### config.mk
export PLATFORM = sky130hd
export DESIGN_NAME = dmem_responder
export DESIGN_NICKNAME = d
export VERILOG_FILES = /design/src/rtl/dmem_responder.sv
export SDC_FILE = /design/constraint.sdc
export NUM_CORES = 2
export LEC_CHECK = 0
export ABC_AREA = 1
export BUFFER_PORTS_ARGS = -buffer_cell sky130_fd_sc_hd__buf_2
export CORE_ASPECT_RATIO = 1.5
export CORE_UTILIZATION = 25
export DETAILED_ROUTE_END_ITERATION = 10
export GPL_TIMING_DRIVEN = 0
export SLEW_MARGIN = 25
export SYNTH_ARGS = -nofsm -noshare
export SYNTH_HDL_FRONTEND = slang
export SYNTH_SLANG_ARGS = --single-unit
export TNS_END_PERCENT = 10
### constraint.sdc
create_clock -name clk -period 4.75 [get_ports clk]
set_clock_uncertainty 0.1 [all_clocks]
set_input_delay 0.475 -clock clk [delete_from_list [all_inputs] [get_ports clk]]
set_output_delay 0.475 -clock clk [all_outputs]
set_load 0.1 [all_outputs]
### src/rtl/dmem_responder.sv
// ============================================================================
// Module      : dmem_responder
// Description : Fixed-latency word memory behind valid/ready request and
//               response channels, with misaligned/out-of-range error responses.
// Revision    : 1.0 - initial release
// ============================================================================
`default_nettype none

module dmem_responder #(
    parameter int DEPTH_WORDS = 64,
    parameter int LATENCY     = 2
) (
    input  logic        clk,
    input  logic        reset,
    input  logic        req_valid,
    output logic        req_ready,
    input  logic        req_we,
    input  logic [31:0] req_addr,
    input  logic [31:0] req_wdata,
    output logic        resp_valid,
    input  logic        resp_ready,
    output logic [31:0] resp_rdata,
    output logic        resp_err,
    output logic        busy
);

    localparam int         AW       = (DEPTH_WORDS > 1) ? $clog2(DEPTH_WORDS) : 1;
    localparam logic [3:0] CNT_LOAD = 4'(LATENCY - 1);

    generate
        if (LATENCY < 1 || LATENCY > 15) begin : g_bad_latency
            $error("dmem_responder: LATENCY must be in 1..15");
        end
        if (DEPTH_WORDS < 2 || DEPTH_WORDS > 4096 ||
            (DEPTH_WORDS & (DEPTH_WORDS - 1)) != 0) begin : g_bad_depth
            $error("dmem_responder: DEPTH_WORDS must be a power of two in 2..4096");
        end
    endgenerate

    typedef enum logic [1:0] {
        S_IDLE = 2'd0,
        S_WAIT = 2'd1,
        S_RESP = 2'd2
    } state_t;

    state_t      state_q, state_d;
    logic [3:0]  cnt_q, cnt_d;
    logic        ready_q, busy_q, valid_q, err_q;
    logic [31:0] rdata_q;
    logic        we_q;
    logic [31:0] addr_q, wdata_q;
    logic [31:0] mem_q [DEPTH_WORDS];

    logic          w_accept;
    logic          w_access;
    logic          w_we;
    logic [31:0]   w_addr, w_wdata;
    logic          w_err;
    logic [AW-1:0] w_idx;

    assign w_accept = (state_q == S_IDLE) && ready_q && req_valid;

    // With LATENCY=1 the access happens on the accepting edge, so it must use
    // the live request rather than the latched copy.
    assign w_we    = (state_q == S_IDLE) ? req_we    : we_q;
    assign w_addr  = (state_q == S_IDLE) ? req_addr  : addr_q;
    assign w_wdata = (state_q == S_IDLE) ? req_wdata : wdata_q;
    assign w_err   = (w_addr[1:0] != 2'b00) || (w_addr[31:2] >= 30'(DEPTH_WORDS));
    assign w_idx   = w_addr[AW+1:2];

    always_comb begin
        state_d  = state_q;
        cnt_d    = cnt_q;
        w_access = 1'b0;
        case (state_q)
            S_IDLE: begin
                if (w_accept) begin
                    cnt_d = CNT_LOAD;
                    if (LATENCY == 1) begin
                        state_d  = S_RESP;
                        w_access = 1'b1;
                    end else begin
                        state_d = S_WAIT;
                    end
                end
            end
            S_WAIT: begin
                cnt_d = cnt_q - 4'd1;
                if (cnt_q <= 4'd1) begin
                    state_d  = S_RESP;
                    w_access = 1'b1;
                end
            end
            S_RESP: begin
                if (valid_q && resp_ready) begin
                    state_d = S_IDLE;
                end
            end
            default: state_d = S_IDLE;
        endcase
    end

    always_ff @(posedge clk) begin
        if (reset) begin
            state_q <= S_IDLE;
            cnt_q   <= 4'd0;
        end else begin
            state_q <= state_d;
            cnt_q   <= cnt_d;
        end
    end

    always_ff @(posedge clk) begin
        if (reset) begin
            ready_q <= 1'b0;
            busy_q  <= 1'b0;
            valid_q <= 1'b0;
            err_q   <= 1'b0;
            rdata_q <= 32'd0;
            we_q    <= 1'b0;
            addr_q  <= 32'd0;
            wdata_q <= 32'd0;
        end else begin
            ready_q <= (state_d == S_IDLE);
            if (w_accept) begin
                we_q    <= req_we;
                addr_q  <= req_addr;
                wdata_q <= req_wdata;
                busy_q  <= 1'b1;
            end
            if (w_access) begin
                valid_q <= 1'b1;
                err_q   <= w_err;
                rdata_q <= (w_err || w_we) ? 32'd0 : mem_q[w_idx];
            end else if (state_q == S_RESP && resp_ready) begin
                valid_q <= 1'b0;
                err_q   <= 1'b0;
                rdata_q <= 32'd0;
                busy_q  <= 1'b0;
            end
        end
    end

    // Storage survives reset; a reset on the commit edge aborts the write.
    always_ff @(posedge clk) begin
        if (!reset && w_access && w_we && !w_err) begin
            mem_q[w_idx] <= w_wdata;
        end
    end

    assign req_ready  = ready_q;
    assign resp_valid = valid_q;
    assign resp_rdata = rdata_q;
    assign resp_err   = err_q;
    assign busy       = busy_q;

endmodule

`default_nettype wire

==> flow_metrics.py <==
metrics = {
    "global_route": {
        "overflow": 0,
        "antenna_found_initial": 39,
        "met1_usage_pct": 19.2,
        "gr-usage-met3_pct": 4.03,
        "grt-busiest-layer": "met2",
        "grt_pass1_wl_um": 480000,
        "grt_max_degree": 29,
        "first_global_vias": 63900,
        "grt_use_total_pct": 18.6,
        "grtUsageMet2_pct": 31.3,
    },
    "timing": {
        "setup_violations": 101,
        "fmax_mhz": 207,
        "finalWorstSetupSlack_ns": -0.0906,
        "slew_headroom_pct": 28.5,
        "worst_pin_slew_ns": 1.07,
        "fin_crit_sh_pct": 102,
        "final_hold_viol_count": 0,
        "rsz0062_at_grt": "true",
        "slew_violations": 0,
        "min_period_ns": 4.84,
    },
    "logic_synthesis": {
        "synth_top_area_share_pct": 67.5,
        "synth.yosys.warnings": 0,
        "synth_edf_count": 2048,
        "synthTopCellsByArea": "edfxtp_1, nand2_1, nand3_1, inv_1, dfxtp_1",
        "synthCells": 8846,
        "async_flop_share_pct": 0,
        "syn_nets": 8917,
        "synth_area_um2": 91100,
        "yosys.cell_types.count": 33,
        "synth_common_cells": "nand2_1, edfxtp_1, inv_1",
        "yosysSeqAreaShare_pct": 69.9,
        "avgSynthCellArea_um2": 10.3,
        "synth_most_common_cell": "nand2_1",
        "ys.flop_type": "edfxtp_1",
        "yosysTopAreaCell": "edfxtp_1",
        "ys_ff_latch": 2155,
    },
    "power_and_ir_drop": {
        "ir_drop_v": 0.000277,
        "p_per_area_nw_per_um2": 420,
        "p_leak_nw": 44.8,
    },
    "job": {
        "cap_violations": 0,
    },
    "layout": {
        "stdcell_count": 14400,
        "syn2layout_area_growth_pct": 22.2,
        "fillers": 36600,
        "final_core_util_pct": 30.7,
        "layout-drive-gt1-share_pct": 10.4,
        "nets": 9557,
    },
    "detailed_routing": {
        "drt-wirelength-per-cell_um": 24.1,
        "via_per_inst": 4.68,
        "first_pass_iters": 7,
        "wl_um": 348000,
        "drc": 0,
        "drt_iter0_drc": 7830,
        "vias": 67600,
        "ant_nets": 0,
    },
    "placement": {
        "post-dp-hpwl_um": 257000,
        "place_congestion": 0.987,
        "dp_cells": 14000,
        "io_buffers": 103,
    },
    "worst_setup_path": {
        "crit_slowest_cell": "nor2_4",
        "path_depth": 10,
        "startpoint": "state_q[1]",
        "cp_max_fo": 19,
        "start_kind": "register",
        "crit_chain": "nor2_4, buf_4, nand2_1, nand2_1, nor2_2, buf_2, buf_2, nand3_2, nor2_4, buf_12",
        "critPathMaxStageDelay_ns": 0.81,
        "critPathCapture": "mem_q[61][3]",
        "end_kind": "register",
        "crit_type": "reg2reg",
        "cp_top_family": "simple AND/OR/NAND/NOR gates",
        "reg2reg_depth": 10,
        "reg2reg_slack_ns": -0.09,
        "reg2reg_from": "state_q[1]",
        "arrival_ns": 5.28,
        "cp.buffers_inverters": 4,
        "rr_endpoint": "mem_q[61][3]",
        "cp_data_required_time_ns": 5.18,
    },
    "cts": {
        "clock-root-buffer": "clkbuf_16",
        "cts_max_level": 4,
        "cts_buffers": 192,
        "cts_tree": "done",
        "clockBufferDepth": 4,
        "clkTransAtPathRegs_ns": 0.07,
        "worstSkewPairLatency_ns": 0.91,
        "cts_sinks": 2155,
    },
    "outcome": {
        "status": "complete, but fails checks",
        "failed_checks": "negative setup slack",
    },
    "die": {
        "num_rows": 271,
        "start_util_pct": 25.1,
        "core_um2": 363000,
        "num_io_pins": 105,
        "fp.dieW_um": 495,
        "dieArea_um2": 367000,
        "die_h_um": 741,
    },
    "hold_path": {
        "hp-class": "in2reg",
    },
}
## placed cells by master, fill, tap and decap left out, types with 51 or more instances in the layout
cell type	n
a21oi_1	118
buf_1	51
buf_12	56
buf_16	162
buf_2	298
buf_4	61
clkbuf_1	223
clkbuf_16	195
dfxtp_1	107
dlygate4sd3_1	66
edfxtp_1	2048
inv_1	912
nand2_1	3786
nand3_1	728
nand3b_1	102
nor2_1	181
nor2_4	60
o21ai_0	218
## worst min-delay path by stage
stage,start,endpoint,slack (ns),depth (start not counted)
2_1_floorplan,wdata_q[10],wdata_q[10],0.32,2
3_3_place_gp,wdata_q[13],wdata_q[13],0.33,2
3_5_place_dp,cnt_q[2],cnt_q[2],0.35,2
4_1_cts,reset,resp_rdata[1],0.17,2
5_1_grt,reset,resp_rdata[1],0.02,2
6_report,reset,resp_rdata[1],0.04,2
## cell type report
class                   instances  area [um^2]  share of cell area, %
multi-input cells            5318        22900                   20.6
flip-flops and latches       2155        63600                   57.2
well taps                    4777         5980                   5.37
clock buffers                 240         5090                   4.57
repair buffers                446         7260                   6.52
diodes                         26         65.1                 0.0584
plain buffers                 458         2040                   1.83
inverters                     915         3430                   3.09
clock inverters               100          907                  0.815
## routing by layer
| metal | share of wire, % | routed length, um | vias up |
|---|---|---|---|
| li1 | - | - | 30200 |
| met1 | 32 | 113000 | 32200 |
| met2 | 48 | 167000 | 3910 |
| met3 | 8.8 | 30500 | 1267 |
| met4 | 11 | 37900 | 10 |
| met5 | 0.018 | 64 | - |
## logic make-up after synthesis
family                     after synthesis  synth area share [%]
DFF                                   2155                  69.9
AOI/OAI and AO/OA                      397                  2.21
adders and majority gates                2                0.0275
and+or+nand+nor                       4919                  21.9
buffers and inverters                 1373                  5.98
## where the power goes
part,total (mW),leakage [nW],switching (mW),internal [mW]
registers,21.4,19.3,0.0345,21.4
clock network,15.6,2.93,7.12,8.50
logic,9.67,22.5,7.32,2.35
total,46.7,44.8,14.5,32.3
## flip-flops by register name, indices dropped and copies added, names as in the netlist
register and count:
req_ready 1, wdata_q 32, addr_q 32, resp_err 1, busy 1, resp_rdata 32
state_q 2, cnt_q 4, we_q 1, resp_valid 1, mem_q 2048
## stage by stage
| stage | worst slack, ns | cell area (um^2) | power, mW | hold WS, ns | setup TNS (ns) |
|---|---|---|---|---|---|
| 2_1_floorplan | 0.0864 | 91100 | 26.2 | 0.325 | 0 |
| 3_3_place_gp | -7.84 | 97600 | 30.6 | 0.333 | - |
| 3_5_place_dp | -0.506 | 104000 | 31.1 | 0.354 | -217.51 |
| 4_1_cts | -0.0560 | 111000 | 46.4 | 0.171 | -1.19 |
| 5_1_grt | -0.00210 | 111000 | 47.8 | 0.0159 | -0.00492 |
| 6_report | -0.0906 | 111000 | 46.7 | 0.0446 | -3.56 |
## timing repair
action,in CTS,in global routing
setup endpoints to repair,1297,462
hold buffers,66,0
resized for setup,14,18
buffers inserted,15,5
endpoints found under the hold margin,68,0
pin swaps,10,3
## worst register-to-register path, stage by stage, from the launching register on
cell	delay, ns
dfxtp_1	0.46
nor2_4	0.16
buf_4	0.27
nand2_1	0.09
nand2_1	0.34
nor2_2	0.50
buf_2	0.58
buf_2	0.44
nand3_2	0.44
nor2_4	0.81
buf_12	0.28
Power figures use the tool's default switching activity.
